===== src/rtl/cdc_handshake_tx.sv =====
// Source side of a 4-phase req/ack handshake that carries one word into another clock domain.
// The ack is synchronized, each wait state has a timeout that aborts with a sticky error flag.
module cdc_handshake_tx #(
    parameter int DATA_W      = 16,
    parameter int SYNC_STAGES = 2,
    parameter int TIMEOUT     = 1023
) (
    input  logic              clk,
    input  logic              rst,
    input  logic [DATA_W-1:0] in_data,
    input  logic              in_valid,
    output logic              in_ready,
    output logic [DATA_W-1:0] tx_data,
    output logic              tx_req,
    input  logic              tx_ack,
    output logic              busy,
    input  logic              err_clr,
    output logic              timeout_err
);

    localparam int CNT_W = (TIMEOUT < 1) ? 1 : $clog2(TIMEOUT + 1);
    localparam logic [CNT_W-1:0] CNT_MAX = CNT_W'(TIMEOUT);
    localparam logic [CNT_W-1:0] CNT_ONE = CNT_W'(1);

    typedef enum logic [1:0] {
        IDLE   = 2'd0,
        REQ_HI = 2'd1,
        REQ_LO = 2'd2
    } state_t;

    state_t                 state_q, state_d;
    logic [CNT_W-1:0]       cnt_q, cnt_d;
    logic [SYNC_STAGES-1:0] sync_q, sync_d;
    logic [DATA_W-1:0]      data_q, data_d;
    logic                   req_q, req_d;
    logic                   err_q, err_d;
    logic                   ack_s;
    logic                   cnt_hit;

    // tx_ack is only ever observed through this chain.
    assign sync_d = {sync_q[SYNC_STAGES-2:0], tx_ack};
    assign ack_s  = sync_q[SYNC_STAGES-1];

    assign cnt_hit     = (cnt_q == CNT_MAX);
    assign in_ready    = (state_q == IDLE) && !ack_s;
    assign busy        = (state_q != IDLE);
    assign tx_data     = data_q;
    assign tx_req      = req_q;
    assign timeout_err = err_q;

    always_comb begin
        state_d = state_q;
        cnt_d   = cnt_q;
        data_d  = data_q;
        req_d   = req_q;
        err_d   = err_q;
        // A timeout set below overrides a simultaneous clear.
        if (err_clr) begin
            err_d = 1'b0;
        end
        case (state_q)
            IDLE: begin
                if (in_valid && in_ready) begin
                    data_d  = in_data;
                    req_d   = 1'b1;
                    cnt_d   = '0;
                    state_d = REQ_HI;
                end
            end
            REQ_HI: begin
                if (ack_s) begin
                    req_d   = 1'b0;
                    cnt_d   = '0;
                    state_d = REQ_LO;
                end else if (cnt_hit) begin
                    req_d   = 1'b0;
                    err_d   = 1'b1;
                    cnt_d   = '0;
                    state_d = REQ_LO;
                end else begin
                    cnt_d = cnt_q + CNT_ONE;
                end
            end
            REQ_LO: begin
                if (!ack_s) begin
                    cnt_d   = '0;
                    state_d = IDLE;
                end else if (cnt_hit) begin
                    err_d   = 1'b1;
                    cnt_d   = '0;
                    state_d = IDLE;
                end else begin
                    cnt_d = cnt_q + CNT_ONE;
                end
            end
            default: begin
                req_d   = 1'b0;
                cnt_d   = '0;
                state_d = IDLE;
            end
        endcase
    end

    always_ff @(posedge clk or posedge rst) begin
        if (rst) begin
            state_q <= IDLE;
            cnt_q   <= '0;
            sync_q  <= '0;
            data_q  <= '0;
            req_q   <= 1'b0;
            err_q   <= 1'b0;
        end else begin
            state_q <= state_d;
            cnt_q   <= cnt_d;
            sync_q  <= sync_d;
            data_q  <= data_d;
            req_q   <= req_d;
            err_q   <= err_d;
        end
    end

endmodule


===== config.mk =====
export PLATFORM = sky130hd
export DESIGN_NAME = cdc_handshake_tx
export DESIGN_NICKNAME = d
export VERILOG_FILES = /design/src/rtl/cdc_handshake_tx.sv
export SDC_FILE = /design/constraint.sdc
export NUM_CORES = 1
export LEC_CHECK = 0
export CAP_MARGIN = 10
export CORE_MARGIN = 3
export CORE_UTILIZATION = 23
export DETAILED_ROUTE_END_ITERATION = 8
export PLACE_DENSITY = 0.46
export SKIP_LAST_GASP = 1
export SLEW_MARGIN = 25
export SYNTH_ARGS = -nofsm -noshare
export SYNTH_HDL_FRONTEND = slang
export SYNTH_SLANG_ARGS = --single-unit

===== constraint.sdc =====
create_clock -name clk -period 2.4 [get_ports clk]
set_clock_uncertainty 0.05 [all_clocks]
set_input_delay 0.36 -clock clk [delete_from_list [all_inputs] [get_ports clk]]
set_output_delay 0.36 -clock clk [all_outputs]
set_load 0.02 [all_outputs]

Word-level counts from Yosys, hierarchy flattened
Index checks and enable logic that the tools add are counted.
Storage, ports and cells
  flip-flop bits (word level): 32
  input bits: 21
  output and inout bits: 20
  word-level logic and storage cells: 42
Operators by class
  add/subtract/negate cells: 1
  equality and inequality tests: 6
  muxes and demuxes: 20
  bitwise operators: 1
  reduce and logical (&&, ||, !) cells: 8
Operators by type and width (number)
  $mux W10: 4
  $pmux W10 S3: 1
  $add A10 B1 Y10 const B: 1
  $eq A10 B10 Y1 const B: 1
  $mux W2: 5
  $mux W1: 7
  $ne A3 B3 Y1 const B: 2
  $pmux W2 S3: 1
  $reduce_and A3 Y1: 2
  $pmux W1 S3: 1
  $eq A2 B1 Y1 const B: 1
  $eq A2 B2 Y1 const B: 1
  $logic_and A1 B1 Y1: 2
  $logic_not A2 Y1: 1
  $ne A2 B1 Y1 const B: 1
  $pmux W1 S2: 1
  $reduce_and A2 Y1: 1
  $reduce_bool A2 Y1: 1
  $logic_not A1 Y1: 1
  $not A1 Y1: 1

Longest topological paths before layout
Gate-level depths: netlist of run 1.
  word-level depth: 5
  mapped depth: 6
  gate-level depth less buffers: 6

Worst setup path after synthesis of run 1
No wires, ideal clock.
  path type: register to register
  start point: register state_q[0]
  end point: register data_q[0], in the netlist tx_data[0]
  library setup time: 0.125 ns
  arrival: 1.810 ns
  data required time: 2.225 ns
  setup slack: 0.415 ns
  cell stages (with the launch flop): 7
  buffers on the path: 1
  period minus slack after synthesis: 1.985 ns
  path through: dfrtp_1 > inv_1 > ha_1 > nor2b_1 > nand2_1 > buf_2 > mux2_2
On the way
  cells in the longest elaborated chain, start to end: 4
RTL lines
  start: declaration: RTL line 31  | state_t state_q, state_d;
  start signal: assignment: RTL line 113  | state_q <= state_d;
  $logic_not A2 Y1: RTL line 45  | assign in_ready = (state_q == IDLE) && !ack_s;
  $logic_and A1 B1 Y1: RTL line 45
  net in_ready: RTL line 12  | output logic in_ready,
  $logic_and A1 B1 Y1: RTL line 63  | if (in_valid && in_ready) begin
  $reduce_and A2 Y1 (no source line)
  end signal: assignment: RTL line 116  | data_q <= data_d;
  end: declaration: RTL line 34  | logic [DATA_W-1:0] data_q, data_d;
The timed path passes the listed nets, and every way through them passes these cells.
A chain may end at the register's enable or synchronous reset.

Worst setup path after layout of run 1
  start point: register state_q[0]
  end point: output port in_ready
On the way
  cells in the longest elaborated chain, start to end: 2
RTL lines (RTL line)
  $logic_not A2 Y1: 45
  $logic_and A1 B1 Y1: 45
  end: declaration: 12
Every way passes these cells.

==> results of run 1 <==
[synth_stat cells, drive strengths merged, types with 3 or more instances]
cell,n,share of area
inv,5,0.013
nor2b,3,0.013
nand3,8,0.030
nand4,6,0.029
ha,5,0.042
mux2,18,0.14
o311ai,3,0.018
o21ai,8,0.027
dfrtp,32,0.54
nand2,10,0.025
nand2b,4,0.017
buf,3,0.014
[per-layer routing]
layer  wire length [µm]  vias to the layer above
li1                   -                      551
met1               1480                      554
met2               1740                       18
met3                 83                        2
met4                 55                        0
met5                  0                        -
[layout make-up]
type | instances | area (µm²)
clock inverters | 1 | 5.00
multi-input cells | 85 | 649
fillers | 646 | 4030
clock buffers | 6 | 72.6
well taps | 75 | 93.8
repair buffers | 43 | 423
flip-flops and latches | 32 | 801
inverters | 5 | 18.8
[metrics by stage]
| stage | instances | utilization | setup slack, ns | cell area [µm²] | hold WS (ns) |
|---|---|---|---|---|---|
| final | 247 | 0.338 | 0.189 | 2060 | 0.301 |
| after global routing | 247 | 0.338 | 0.0643 | 2060 | 0.319 |
| after CTS | 247 | 0.338 | 0.155 | 2060 | 0.304 |
| after detailed placement | 240 | 0.326 | 0.382 | 1990 | 0.289 |
| after global placement | 240 | 0.326 | 0.472 | 1990 | 0.287 |
| after floorplan | 125 | - | 0.415 | 1490 | 0.281 |
[layout by cell type (no fill, tap or decap), drive strengths merged]
master         netlist  layout
nor3                 2       2
and2                 1       1
clkbuf               0       6
nor3b                1       1
or4                  1       1
o32ai                1       1
o2bb2ai              2       2
mux2i                1       1
or3                  1       1
o311ai               3       3
nor2b                3       3
ha                   5       5
clkinv               0       1
nand2b               4       4
buf                  3       3
a22o                 2       2
a211o                1       1
nor2                 2       2
nand2               10      10
clkdlybuf4s50        0      40
and3                 2       2
and4                 2       2
o21ai                8       8
and2b                1       1
dfrtp               32      32
mux2                18      18
inv                  5       5
nand3                8       8
nand4                6       6
[power by group]
part	switching, mW	internal [mW]	total (mW)	leakage [nW]
Sequential	0.0898	0.707	0.797	0.405
Combinational	0.520	0.534	1.05	0.415
Clock	0.181	0.197	0.377	0.0410
Total	0.790	1.44	2.23	0.861
[flip-flops by register name, indices dropped and copies added, names as in the netlist]
signal / count
sync_q: 2
tx_req: 1
tx_data: 16
cnt_q: 10
timeout_err: 1
state_q: 2
[how the worst max path moves through the flow]
stage            endpoint  slack, ns
2_1_floorplan  tx_data[0]       0.41
3_3_place_gp     cnt_q[7]       0.47
3_5_place_dp     cnt_q[7]       0.38
4_1_cts          in_ready       0.15
5_1_grt          in_ready       0.06
6_report         in_ready       0.19
[kinds of logic (layout without fill, tap and decap cells)]
logic type                 Yosys count  in the layout  share of synthesized area
AOI/OAI and AO/OA                   17             17                     0.0798
adders and majority gates            5              5                     0.0420
buffers and inverters                8             55                     0.0269
DFF                                 32             32                      0.537
muxes                               19             19                      0.143
and+or+nand+nor                     44             44                      0.171
[worst reg2reg max path: stages, from the launching register on]
cell	delay [ns]
dfrtp_1	0.42
ha_1	0.26
nand3_1	0.16
or3_1	0.35
nand3_2	0.22
o311ai_0	0.36
==> impl_metrics.tcl, run 1 <==
set metrics [dict create \
    cp_num_cells 4 \
    drive_above_1_share 0.180 \
    slew_viol_final 0 \
    diodes 0 \
    clk_latency_ns 0.27 \
    ctsResizeCount 0 \
    cts_sinks 32 \
    met3_usage 0.0228 \
    io_buffer_count 40 \
    min_path_cells 0 \
    syn_to_final_growth_pct 38.5 \
    viasPerCell 4.55 \
    crit_start "state_q[0]" \
    tns_ns 0 \
    r2r_end "cnt_q[5]" \
    track_usage 0.0965 \
    reg2reg_slack_ns 0.47 \
    synth_nets 151 \
    grt_overflow 0 \
    vias 1125 \
    max_stage_delay_ns 0.63 \
    tightest_slew_ns 0.409 \
    cts_buffers 5 \
    path_buf_inv 2 \
    wire_per_inst_um 13.6 \
    grt_max_degree 33 \
    p_leak_nw 0.861 \
    use_met2 0.157 \
    die_y_um 86.5 \
    antenna_found_initial 0 \
    first_iter_violations 63 \
    cp.required_ns 1.99 \
    drc 0 \
    hold_violations 0 \
    timing.final.crit_share 0.921 \
    die_width_um 86.5 \
    synth_cell_type_count 31 \
    max_freq_mhz 452 \
    gr-usage-met1 0.117 \
    yosysWarnings 0 \
    grt_first_pass_wirelength_mm 5.61 \
    final_net_count 198 \
    rr_worst_depth 5 \
    drv_cap 0 \
    crit_path_max_fanout 5 \
    synth_edf_count 0 \
    synthArstFlopShare 1.00 \
    period_needed_ns 2.21 \
    p_total_mw 2.23 \
    cts_max_level 2 \
    cts_hold_buf 0 \
    rows 28 \
    clock_path_buffers 2 \
    num_io_pins 41 \
    synth_area_mm2 0.00149 \
    ir_worst_vdd_mv 0.516 \
    synth.ff_latch_count 32 \
    hp-start "sync_q[0]" \
    first_global_vias 1238 \
    yosysSeqAreaShare 0.537 \
    cts_tree "yes" \
    coreArea_mm2 0.00610 \
    busiest_layer "met2" \
    clk_root_buffer_cell "clkbuf_8" \
    worst_setup_path_start_kind "flop" \
    regToRegStartpoint "cnt_q[0]" \
    post_cts_buffers 0 \
    end_kind "output port" \
    min_to "sync_q[1]" \
    crit_slowest_cell "clkdlybuf4s50_1" \
    start_util 0.244 \
    synth_area_per_cell_um2 11.9 \
    hold_class "flop to flop" \
    ys.flop_type "dfrtp_1" \
    place.gp.congestion 0.764 \
    timing.slew.headroom 0.727 \
    routed_wirelength_mm 3.35 \
    outcome "complete, no violations" \
    syn_inst 125 \
    ant_nets 0 \
    power.density_mw_per_mm2 1080 \
    cp.arrival_ns 1.80 \
    worstSetupPathType "flop to output port" \
    drtPass1Iterations 4 \
    hpwlAfterDp_mm 2.53 \
    rsz0062_at_grt "no" \
    finalSetupViolations 0 \
    crit_family "buffers and inverters" \
    die_area_mm2 0.00748 \
    cp_cell_sequence "inv_1, ha_1, nor2b_1, clkdlybuf4s50_1" \
    clk_pin_slew_ns 0.06 \
]
(Power assumes the default switching activity.)
==> inputs of run 2 (changes only) <==
CAP_MARGIN = not set   (was 10)
==> results of run 2 <==
No change in the layout: final DEF, timing and power equal those of run 1.
==> inputs of run 3 (changes only) <==
GPL_ROUTABILITY_DRIVEN = 0   (was not set)
==> results of run 3 <==
No change in the layout: final DEF, timing and power equal those of run 1.
